### src/rtl/zx_pkg.sv
// Shared definitions for the ZX Spectrum keyboard block.
// Holds the PS/2 set-2 prefix codes, the receiver state encoding and the
// scancode-to-matrix lookup.
// The matrix is a flat 40-bit vector: key index = row*5 + col.
// Column 0 is the outermost key of each half-row.
package zx_pkg;

  localparam logic [7:0] PFX_BREAK = 8'hF0;
  localparam logic [7:0] PFX_EXT   = 8'hE0;

  localparam int NROWS = 8;
  localparam int NCOLS = 5;
  localparam int NKEYS = NROWS * NCOLS;

  // Set-2 make code of every matrix position, in key-index order.
  localparam logic [7:0] KEY_CODE [NKEYS] = '{
    8'h12, 8'h1A, 8'h22, 8'h21, 8'h2A,   // row0: CapsShift Z X C V
    8'h1C, 8'h1B, 8'h23, 8'h2B, 8'h34,   // row1: A S D F G
    8'h15, 8'h1D, 8'h24, 8'h2D, 8'h2C,   // row2: Q W E R T
    8'h16, 8'h1E, 8'h26, 8'h25, 8'h2E,   // row3: 1 2 3 4 5
    8'h45, 8'h46, 8'h3E, 8'h3D, 8'h36,   // row4: 0 9 8 7 6
    8'h4D, 8'h44, 8'h43, 8'h3C, 8'h35,   // row5: P O I U Y
    8'h5A, 8'h4B, 8'h42, 8'h3B, 8'h33,   // row6: Enter L K J H
    8'h29, 8'h14, 8'h3A, 8'h31, 8'h32    // row7: Space SymShift M N B
  };

  localparam int KEY_CAPS = 0;   // row0 col0
  localparam int KEY_ZERO = 20;  // row4 col0
  localparam int KEY_SYM  = 36;  // row7 col1

  localparam logic [7:0] SC_RSHIFT = 8'h59;
  localparam logic [7:0] SC_BKSP   = 8'h66;
  localparam logic [7:0] SC_CTRL   = 8'h14;

  typedef enum logic [1:0] {
    RX_IDLE,
    RX_DATA,
    RX_PARITY,
    RX_STOP
  } rx_state_t;

  // Set of matrix keys touched by a scancode. Behind an E0 prefix only
  // right Ctrl maps; everything else extended is ignored.
  function automatic logic [NKEYS-1:0] key_mask(input logic [7:0] code,
                                                input logic       ext);
    logic [NKEYS-1:0] m;
    m = '0;
    if (ext) begin
      if (code == SC_CTRL) m[KEY_SYM] = 1'b1;
    end else begin
      for (int i = 0; i < NKEYS; i++) begin
        if (code == KEY_CODE[i]) m[i] = 1'b1;
      end
      if (code == SC_RSHIFT) m[KEY_CAPS] = 1'b1;
      // Backspace is CapsShift+0 on the Spectrum.
      if (code == SC_BKSP) begin
        m[KEY_CAPS] = 1'b1;
        m[KEY_ZERO] = 1'b1;
      end
    end
    return m;
  endfunction

endpackage

### src/rtl/ps2_rx.sv
// PS/2 device-to-host byte receiver.
// Synchronizes and glitch-filters ps2c/ps2d, strobes on each filtered ps2c
// falling edge, frames start/8 data/odd parity/stop and drops partial
// frames after TIMEOUT clocks of ps2c inactivity.
// Ports:
//   clock, reset : system clock, async active-high reset
//   ps2c, ps2d   : raw PS/2 clock and data (asynchronous)
//   data         : last correctly received byte
//   valid        : one-clock strobe when data is updated
module ps2_rx
  import zx_pkg::*;
#(
  parameter int FILTER  = 4,
  parameter int TIMEOUT = 3500
) (
  input  logic       clock,
  input  logic       reset,
  input  logic       ps2c,
  input  logic       ps2d,
  output logic [7:0] data,
  output logic       valid
);

  localparam int FW = $clog2(FILTER + 1);
  localparam int TW = $clog2(TIMEOUT + 1);

  logic c_meta_q, c_sync_q, d_meta_q, d_sync_q;
  logic c_filt_q, c_filt_d, d_filt_q, d_filt_d;
  logic [FW-1:0] c_cnt_q, c_cnt_d, d_cnt_q, d_cnt_d;
  logic [TW-1:0] to_q, to_d;
  rx_state_t state_q, state_d;
  logic [2:0] bitcnt_q, bitcnt_d;
  logic [7:0] sh_q, sh_d, data_q, data_d;
  logic par_q, par_d;
  logic valid_q, valid_d;
  logic strobe, rx_bit, timed_out;

  // Input conditioning: the filtered level only moves after FILTER
  // consecutive synchronized samples disagree with it.
  always_comb begin
    c_filt_d = c_filt_q;
    c_cnt_d  = '0;
    if (c_sync_q != c_filt_q) begin
      if (c_cnt_q == FW'(FILTER - 1)) c_filt_d = c_sync_q;
      else                            c_cnt_d  = c_cnt_q + 1'b1;
    end
    d_filt_d = d_filt_q;
    d_cnt_d  = '0;
    if (d_sync_q != d_filt_q) begin
      if (d_cnt_q == FW'(FILTER - 1)) d_filt_d = d_sync_q;
      else                            d_cnt_d  = d_cnt_q + 1'b1;
    end
  end

  assign strobe = c_filt_q & ~c_filt_d;
  assign rx_bit = d_filt_q;

  // Timeout counter restarts on every bit and saturates while idle.
  always_comb begin
    if (strobe)                     to_d = '0;
    else if (to_q == TW'(TIMEOUT))  to_d = to_q;
    else                            to_d = to_q + 1'b1;
  end

  assign timed_out = (state_q != RX_IDLE) && (to_q == TW'(TIMEOUT));

  // Frame FSM.
  always_comb begin
    state_d  = state_q;
    bitcnt_d = bitcnt_q;
    sh_d     = sh_q;
    par_d    = par_q;
    data_d   = data_q;
    valid_d  = 1'b0;
    if (strobe) begin
      case (state_q)
        RX_IDLE: begin
          if (!rx_bit) begin
            state_d  = RX_DATA;
            bitcnt_d = '0;
          end
        end
        RX_DATA: begin
          sh_d     = {rx_bit, sh_q[7:1]};
          bitcnt_d = bitcnt_q + 1'b1;
          if (bitcnt_q == 3'd7) state_d = RX_PARITY;
        end
        RX_PARITY: begin
          par_d   = rx_bit;
          state_d = RX_STOP;
        end
        RX_STOP: begin
          // Odd parity across data+parity, stop must be high.
          if (rx_bit && (^{sh_q, par_q})) begin
            data_d  = sh_q;
            valid_d = 1'b1;
          end
          state_d = RX_IDLE;
        end
        default: state_d = RX_IDLE;
      endcase
    end else if (timed_out) begin
      state_d = RX_IDLE;
    end
  end

  always_ff @(posedge clock or posedge reset) begin
    if (reset) begin
      c_meta_q <= 1'b1;
      c_sync_q <= 1'b1;
      d_meta_q <= 1'b1;
      d_sync_q <= 1'b1;
      c_filt_q <= 1'b1;
      d_filt_q <= 1'b1;
      c_cnt_q  <= '0;
      d_cnt_q  <= '0;
      to_q     <= '0;
      state_q  <= RX_IDLE;
      bitcnt_q <= '0;
      valid_q  <= 1'b0;
    end else begin
      c_meta_q <= ps2c;
      c_sync_q <= c_meta_q;
      d_meta_q <= ps2d;
      d_sync_q <= d_meta_q;
      c_filt_q <= c_filt_d;
      d_filt_q <= d_filt_d;
      c_cnt_q  <= c_cnt_d;
      d_cnt_q  <= d_cnt_d;
      to_q     <= to_d;
      state_q  <= state_d;
      bitcnt_q <= bitcnt_d;
      valid_q  <= valid_d;
    end
  end

  // Datapath registers: only meaningful when qualified by state/valid.
  always_ff @(posedge clock) begin
    sh_q   <= sh_d;
    par_q  <= par_d;
    data_q <= data_d;
  end

  assign data  = data_q;
  assign valid = valid_q;

endmodule

### src/rtl/keyboard.sv
// PS/2 keyboard to ZX Spectrum 48 8x5 key matrix.
// Decodes set-2 make/break/extended sequences into a matrix register and
// answers ULA port-FE reads combinationally.
// Ports:
//   clock, reset : system clock, async active-high reset
//   ps2c, ps2d   : raw PS/2 clock and data
//   row          : a[15:8], a low bit selects that matrix row
//   q            : active-low column bits, bit0 = outermost key
//   pressed      : one-clock pulse per mapped make code
module keyboard
  import zx_pkg::*;
#(
  parameter int FILTER  = 4,
  parameter int TIMEOUT = 3500
) (
  input  logic       clock,
  input  logic       reset,
  input  logic       ps2c,
  input  logic       ps2d,
  input  logic [7:0] row,
  output logic [4:0] q,
  output logic       pressed
);

  logic [7:0] rx_data;
  logic       rx_valid;

  ps2_rx #(
    .FILTER (FILTER),
    .TIMEOUT(TIMEOUT)
  ) u_rx (
    .clock(clock),
    .reset(reset),
    .ps2c (ps2c),
    .ps2d (ps2d),
    .data (rx_data),
    .valid(rx_valid)
  );

  logic             rel_q, rel_d, ext_q, ext_d;
  logic [NKEYS-1:0] key_q, key_d, mask;
  logic             pressed_q, pressed_d;
  logic [4:0]       col_or;

  // Decoder: prefixes set flags, any other byte consumes them.
  always_comb begin
    mask      = key_mask(rx_data, ext_q);
    rel_d     = rel_q;
    ext_d     = ext_q;
    key_d     = key_q;
    pressed_d = 1'b0;
    if (rx_valid) begin
      if (rx_data == PFX_BREAK) begin
        rel_d = 1'b1;
      end else if (rx_data == PFX_EXT) begin
        ext_d = 1'b1;
      end else begin
        if (rel_q) begin
          key_d = key_q & ~mask;
        end else begin
          key_d     = key_q | mask;
          pressed_d = |mask;
        end
        rel_d = 1'b0;
        ext_d = 1'b0;
      end
    end
  end

  always_ff @(posedge clock or posedge reset) begin
    if (reset) begin
      rel_q     <= 1'b0;
      ext_q     <= 1'b0;
      key_q     <= '0;
      pressed_q <= 1'b0;
    end else begin
      rel_q     <= rel_d;
      ext_q     <= ext_d;
      key_q     <= key_d;
      pressed_q <= pressed_d;
    end
  end

  // Read path: OR the columns of every selected row, then invert.
  always_comb begin
    col_or = '0;
    for (int r = 0; r < NROWS; r++) begin
      if (!row[r]) col_or = col_or | key_q[r*NCOLS +: NCOLS];
    end
  end

  assign q       = ~col_or;
  assign pressed = pressed_q;

endmodule
### config.mk
export PLATFORM = sky130hd
export DESIGN_NAME = keyboard
export DESIGN_NICKNAME = d
export VERILOG_FILES = /design/src/rtl/zx_pkg.sv /design/src/rtl/ps2_rx.sv /design/src/rtl/keyboard.sv
export SDC_FILE = /design/constraint.sdc
export NUM_CORES = 1
export LEC_CHECK = 0
export CORE_UTILIZATION = 55
export DETAILED_ROUTE_END_ITERATION = 10
export PLACE_DENSITY = 0.73
export SYNTH_ARGS = -nofsm -noshare
export SYNTH_HDL_FRONTEND = slang
export SYNTH_SLANG_ARGS = --single-unit
### constraint.sdc
create_clock -name clock -period 6.89 [get_ports clock]
set_input_delay 1.378 -clock clock [delete_from_list [all_inputs] [get_ports clock]]
set_output_delay 1.378 -clock clock [all_outputs]
set_load 0.03 [all_outputs]
Word level (Yosys, flattened, before mapping)
Cells that the tools add are included. W data, S select, Z words.

Register bits after elaboration: 90. Latch bits: 0. Bits in writable memories: 0. Memory bits (read-only): 0. Input bits: 12. Output and inout bits: 6. Memories: 0.

Add/sub/neg operators: 4. Multiply operators: 0. Div/mod/pow operators: 0. $lt $le $gt $ge: 0. Equal/unequal tests: 58. Shifts and indexed selects: 0. Mux-type cells: 79. Bitwise operators: 15. Reductions and logical operators: 17.

Operators by type and width (number): $eq A8 B6 Y1 const B (23); $eq A8 B7 Y1 const B (10); $eq A8 B5 Y1 const B (9); $mux W1 (55); $and A40 B40 Y40 (1); $mux W40 (1); $mux W5 (8); $not A40 Y40 (1); $or A40 B40 Y40 (1); $reduce_or A40 Y1 (1); $mux W36 (1); $or A5 B5 Y5 (7); $mux W12 (2); $mux W3 (6); $eq A8 B8 Y1 const B (2); $add A12 B1 Y12 const B (1); $eq A12 B12 Y1 const B (1); $reduce_and A3 Y1 (4); $reduce_and A2 Y1 (5); $add A3 B1 Y3 const B (3); $reduce_xor A9 Y1 (1); $mux W2 (4); $pmux W2 S4 (1); $eq A3 B2 Y1 const B (2); other kinds (14) (23).

Longest topological paths before layout
Gate-level depths: netlist of the first run.

Depth in word-level cells: 16. Mapped depth: 8. Depth with buffers taken out: 7.

By module
A second synthesis of the first run with hierarchy kept.

Cells, all modules: 467. Area total of the unflattened synthesis: 4715.8 µm².

By module, submodules not included: keyboard (instances 1, cells each 312, area each 2656.3 µm², seq. area each 1076.0 µm²); ps2_rx (instances 1, cells each 155, area each 2059.5 µm², seq. area each 1268.7 µm²).

Worst setup path after synthesis of the first run
OpenSTA, ideal clock, no wires.

Path kind: input-to-output. Start point: input port row[6]. End point: output port q[3]. Arrival time: 2450 ps. Data required time: 5512 ps. Slack: 3062 ps. Stages on the path: 2. Path buffers: 0. Path through: o22ai_1 nor4_1.

Longest elaborated chain between the ends: 4.

RTL lines: start: declaration (RTL line keyboard.sv:20) `input logic [7:0] row,`; $mux W5 * (RTL line keyboard.sv:88) `if (!row[r]) col_or = col_or | key_q[r*NCOLS +: NCOLS];`; $or A5 B5 Y5 (RTL line keyboard.sv:88); $mux W5 * (RTL line keyboard.sv:88); $not A5 Y5 * (RTL line keyboard.sv:92) `assign q = ~col_or;`; end: declaration (RTL line keyboard.sv:21) `output logic [4:0] q,`.

Mark *: on every way between the ends. The rest lies on a longest branch, timed or not.

Final worst setup path of the first run
Start point: input port row[7]. End point: output port q[0].

Longest elaborated chain between the ends: 2.

RTL lines (RTL line): $mux W5 (keyboard.sv:88); $not A5 Y5 (keyboard.sv:92).

No other way between the ends.

==> results of run 1 <==
cell type report:
| type | instances | area [sq um] |
|---|---|---|
| fillers | 672 | 3139 |
| clock inverters | 6 | 62.56 |
| well taps | 105 | 131.4 |
| inverters | 51 | 191.4 |
| clock buffers | 10 | 148.9 |
| repair buffers | 21 | 200.2 |
| multi-input cells | 297 | 2039 |
| flip-flops and latches | 90 | 2345 |
logic make-up after synthesis:
kind of cell / count (synthesis) / share of synthesized area, %
AO/OA/AOI/OAI: 113 / 15.94
XOR/XNOR: 22 / 4.097
adder cells (fa/ha/maj): 10 / 2.660
buffers and inverters: 78 / 7.103
flip-flops: 90 / 49.85
multiplexers: 14 / 3.086
AND/OR/NAND/NOR: 138 / 17.27
cells in the final DEF, fill, tap and decap left out, types with 4 or more instances in the layout:
| master | count |
|---|---|
| mux2i_1 | 10 |
| dfstp_2 | 6 |
| inv_1 | 50 |
| edfxtp_1 | 17 |
| buf_4 | 4 |
| a31oi_1 | 26 |
| clkdlybuf4s50_1 | 17 |
| nor2b_1 | 9 |
| nor2_1 | 27 |
| xor2_1 | 9 |
| nand4_1 | 8 |
| xnor2_1 | 13 |
| mux2_2 | 4 |
| clkbuf_8 | 9 |
| dfrtp_1 | 67 |
| nor3b_1 | 8 |
| o21ai_0 | 13 |
| nor3_1 | 11 |
| o22ai_1 | 20 |
| nor4_1 | 6 |
| nand2_1 | 19 |
| ha_1 | 10 |
| nand2b_1 | 6 |
| a21oi_1 | 31 |
| nand3_1 | 12 |
synth_stat cells, types with 8 or more instances:
cell type and n:
a21oi_1 31, a31oi_1 26, buf_2 12, clkbuf_1 9, dfrtp_1 67, edfxtp_1 17, ha_1 10, inv_1 51
mux2i_1 10, nand2_1 19, nand3_1 12, nand4_1 8, nor2_1 27, nor2b_1 9, nor3_1 11, nor3b_1 8
o21ai_0 13, o22ai_1 20, xnor2_1 13, xor2_1 9
worst max path at each step:
stage                       from  slack, ps    to  cells after the start
after floorplan           row[6]       3060  q[3]                      2
after global placement    row[7]       2340  q[0]                      4
after detailed placement  row[7]       2340  q[0]                      4
after CTS                 row[7]       2320  q[0]                      4
after global routing      row[7]       2190  q[0]                      4
final                     row[7]       2310  q[0]                      4
critical path: stages:
cell and delay [ps]:
clkdlybuf4s50_1 590, o22ai_1 120, nor4_1 360, clkdlybuf4s50_1 740
power breakdown:
group / leakage (uW) / switching (uW) / internal, uW
clock: 0.000108 / 209 / 163
combinational: 0.000816 / 70.3 / 66.5
sequential: 0.00113 / 43.1 / 586
total: 0.00206 / 322 / 816
metrics by stage:
step | total power, uW | worst slack [ps] | cells
4_1_cts | 1151 | 2318 | 580
2_1_floorplan | 729.0 | 3062 | 465
3_3_place_gp | 763.7 | 2344 | 564
3_5_place_dp | 780.9 | 2336 | 564
6_report | 1138 | 2308 | 580
5_1_grt | 1196 | 2192 | 580
layer usage:
metal | wire length, microns | share of wire [%]
met5 | 0 | 0
met4 | 132 | 1.3
met3 | 455 | 4.5
met2 | 4924 | 49
met1 | 4515 | 45
==> metrics, run 1 <==
status complete, no violations; H-tree levels 3; n_diodes 0; Worst-path clk slew 100 ps; met2 usage approximately two fifths; CTS tree yes; number of flops mapped to enable cells by yosys 17; Initial DRT Pass Iterations 5; Req. time, crit path around 5500 ps; I/O pin cnt 18; Setup Viol. Count Final 0; ys flop type dfrtp_1; Die Ht ~94 microns; Global Route met3 Usage roughly 4.7%; met1 Use GR 33.95%; RSZ-0062 raised after global routing false; Sink Count 90; Placed Area ~5000 sq um; setup repair bufs after CTS 0; Synth Instances 465; min-delay src u_rx.c_meta_q; Synth cell types 57; Routed WL per cell between 15 and 20 microns; Hold Crit Endpoint u_rx.c_sync_q; all-layer global routing usage between 20 and 25%; die area 8926 sq um; Worst-Margin Slew between 1000 and 1500 ps; critical path fanouts, max 5; worst min path class reg2reg; die width 94.48 microns; top post-synthesis cells by area dfrtp_1, edfxtp_1, inv_1; max_slew headroom a little under a third; Crit. End Element primary output; Core Region between 8000 and 9000 sq um; clock period minus worst slack 4582 ps; Leak Pwr 0.002056 uW; Vias 3473; 1st-iter DRT viols 392; Finished Cell Area approximately 5100 sq um; Reg2Reg Depth 5; area delta synth->final 8.832%; FP Rows 33; number of remaining DRC errors 0; dominant cell type by area after synthesis dfrtp_1; Antenna Nets Post-Route 0; Num CTS Buffers 9; skew final about 13 ps; # port buffers 17; final hold vios 0; vias in the first global route roughly 3300; Mapped Nets 487; Worst Hold Path Cells 0; post-layout utilization of the core 61.98%; Achievable Freq 0.2183 GHz; sequential share of the synthesized area roughly half; gp weighted congestion 0.8529; largest net degree at the start of global routing 74; Setup CP Type in2out; worst skew pair latency 360 ps; first-pass GRT wire length around 17000 microns; Pwr Density approximately 220 nW/um^2; setup_tns 0 ps; max_cap viols 0; initial antenna violation count 0; Initial Util 56.95%; fraction of layout cells with a size suffix above 1 around 9%; Yosys warning count 0; CP Data Arrival Time 3200 ps; Avg Vias per Cell 5.988; Startpoint Class input port; r2r setup slk about 4200 ps; Root Buffer clkbuf_8; worst vdd ir roughly 230 uV; CTS max path bufs 2; top-area cell type share of the netlist area ~36%; Reg-to-Reg Start u_rx.data[4]; Final HPWL DP roughly 7000 microns; GRT Residual Overflow 0; fraction of registers with async set/reset about four fifths; flops & latches, synth 90; most used routing layer met2; Total Routed Length 10030 microns; Mapped Area between 4000 and 5000 sq um; nets roughly 490; Slew Limit Fails 0; Hold Slack 360.9 ps; Hold-fix buffers, CTS 0; Final Cycle Share roughly two thirds; Syn Area/Cell roughly 10 sq um; post_cts resized 0
Power figures use the tool's default switching activity.
==> run 2: changes to the inputs <==
--- a/config.mk
+++ b/config.mk
@@ -7,7 +7,7 @@
 export LEC_CHECK = 0
 export CORE_UTILIZATION = 55
 export DETAILED_ROUTE_END_ITERATION = 10
-export PLACE_DENSITY = 0.73
+export PLACE_DENSITY = 0.76
 export SYNTH_ARGS = -nofsm -noshare
 export SYNTH_HDL_FRONTEND = slang
 export SYNTH_SLANG_ARGS = --single-unit
==> constraint.sdc (replaced) <==
create_clock -name clock -period 3.8 [get_ports clock]
set_input_delay 0.76 -clock clock [delete_from_list [all_inputs] [get_ports clock]]
set_output_delay 0.76 -clock clock [all_outputs]
set_load 0.03 [all_outputs]
==> run 2 against run 1 <==
Worst setup slack got worse by 1800 ps. Die area did not move. Count of clock-buffer cells in the layout rose by 1. Via count is 0.55% higher. Worst hold slack lost 0.77 ps. Utilization grew 0.076 points. Highest routed layer unchanged.
==> metrics, run 2 (same netlist as run 1, synthesis figures left out) <==
critical path fanouts, max 5 (unchanged); most frequent cells in the layout dfrtp_1, inv_1, a21oi_1 (unchanged); H-tree levels 3 (unchanged); FF/Latch Area 2345 sq um (unchanged); met1 Use GR 34.05% (was 33.95%); Hold-fix buffers, CTS 0 (unchanged); vias in the first global route 3283 (was 3325); crit-path most repeated cell clkdlybuf4s50_1 (unchanged); clock period minus worst slack approximately 3300 ps; final hold vios 0 (unchanged); I/O pin cnt 18 (unchanged); Setup CP Type in2out (unchanged); Vias 3492 (was 3473); all-layer global routing usage 24.87% (was 24.45%); Crit path largest cell delay 740 ps (about the same); 1st-iter DRT viols 430 (was 392); status complete, no violations (unchanged); worst slack, placed 480.2 ps (was 2336 ps); Req. time, crit path 3040 ps (was 5510 ps); initial antenna violation count 0 (unchanged); Global Route met3 Usage 4.670% (unchanged); skew final 15.81 ps (was 13.45 ps); area occupied by multi-input gates 2031 sq um (was 2039 sq um); FP Rows 33 (unchanged); setup repair bufs after CTS 0 (unchanged); area delta synth->final 8.965% (was 8.832%); Tot Pwr 2058 uW (was 1138 uW); gp weighted congestion 0.8529 (unchanged); Total Routed Length 10220 microns (was 10030 microns); worst vdd ir 287.4 uV (was 225.6 uV); Slew Limit Fails 0 (unchanged); worst skew pair latency 360 ps (about the same); Achievable Freq ~0.3 GHz; largest net degree at the start of global routing 42 (was 74); CTS tree yes (unchanged); Final Cycle Share between 80 and 90%; # port buffers 17 (unchanged); Initial DRT Pass Iterations 5 (unchanged); Sink Count 90 (unchanged); slowest CP cell clkdlybuf4s50_1 (unchanged); Num CTS Buffers 9 (unchanged); Reg-to-Reg Start u_rx.data[1] (was u_rx.data[4]); Worst-path clk slew 90 ps (was 100 ps); origin of the worst setup path row[7] (unchanged); met2 usage 40.28% (was 38.83%); most used routing layer met2 (unchanged); CP cell instances clkdlybuf4s50_1 -> o22ai_1 -> nor4_1 -> clkdlybuf4s50_1 (unchanged); Root Buffer clkbuf_8 (unchanged); Setup Viol. Count Final 0 (unchanged); r2r setup slk 1390 ps (was 4190 ps); Final HPWL DP 7202 microns (was 7021 microns); CTS max path bufs 2 (unchanged); n_diodes 0 (unchanged); min-delay src u_rx.c_meta_q (unchanged); max_slew headroom 46.02% (was 30.32%); Pwr Density 401.5 nW/um^2 (was 222.4 nW/um^2); Core Region 8258 sq um (unchanged); most common cell after layout, fill and taps aside dfrtp_1 (unchanged); Worst-Margin Slew 809.7 ps (was 1039 ps); Crit. End Element primary output (unchanged); Routed WL per cell 17.55 microns (was 17.29 microns); Antenna Nets Post-Route 0 (unchanged); first-pass GRT wire length 16660 microns (was 16580 microns); setup_tns 0 ps (unchanged); max_cap viols 0 (unchanged); fraction of layout cells with a size suffix above 1 9.644% (was 9.263%); Filler Cell Count 722 (was 672); post_cts resized 0 (unchanged); Die Ht 94.48 microns (unchanged); Initial Util 56.95% (unchanged); GRT Residual Overflow 0 (unchanged); Leak Pwr 0.002064 uW (was 0.002056 uW); nets 494 (was 492); final setup margin 458.6 ps (was 2308 ps); Startpoint Class input port (unchanged); CP Data Arrival Time 2580 ps (was 3200 ps); die area 8926 sq um (unchanged); die width 94.48 microns (unchanged); number of remaining DRC errors 0 (unchanged); Avg Vias per Cell 6.000 (was 5.988); worst min path class reg2reg (unchanged); RSZ-0062 raised after global routing false (unchanged); post-layout utilization of the core 62.06% (was 61.98%)
-- run 2: cell types whose count changed in the layout (fill, tap and decap cells not counted) --
cell / delta
inv_8: -1
buf_4: +2
nor4bb_4: -1
clkinvlp_4: +1
nor4bb_2: +1
clkinv_2: +1
bufinv_16: +1
clkinv_8: -1
clkbuf_16: -1
clkbuf_8: +2
inv_6: -2
-- run 2: path summary, 6_finish.rpt --
kind | end | cells after the start
min | u_rx.c_sync_q | 0
max reg2reg | pressed | 5
max | q[0] | 4
min reg2reg | u_rx.c_sync_q | 0
min in group asynchronous | u_rx.bitcnt_q[2] | 2
max in group asynchronous | asynchronous set/reset pin | 3
-- run 2: report_power, final --
| group | switching [uW] | total [uW] | internal [uW] |
|---|---|---|---|
| clock network | 339 | 681 | 342 |
| registers | 77.8 | 1140 | 1060 |
| logic | 119 | 236 | 117 |
-- run 2: through the flow --
stage | instances | hold slack [ps] | area, sq um
CTS | 582 | 362.3 | 5125
finish | 582 | 360.1 | 5125
global placement | 566 | 346.9 | 4913
global route | 582 | 368.5 | 5125
floorplan | 465 | 345.2 | 4703
detailed placement | 566 | 349.1 | 4913
-- run 2: final cells by class --
cell class / count / area share [%]
clock inverters: 5 / 1.172
clock buffers: 11 / 2.954
multi-input cells: 297 / 39.62
inverters: 51 / 3.735
well taps: 105 / 2.563
flip-flops and latches: 90 / 45.75
repair buffers: 23 / 4.199
-- run 2: critical path: cells and delay by family --
kind                   cells  cell delay, ps
and+or+nand+nor            1             360
AOI/OAI and AO/OA          1             130
buffers and inverters      2            1340
-- run 2: per-layer routing --
layer | vias to the layer above | wire, microns
li1 | 1686 | -
met1 | 1685 | 4639
met2 | 108 | 4985
met3 | 13 | 417
met4 | 0 | 174
met5 | - | 0
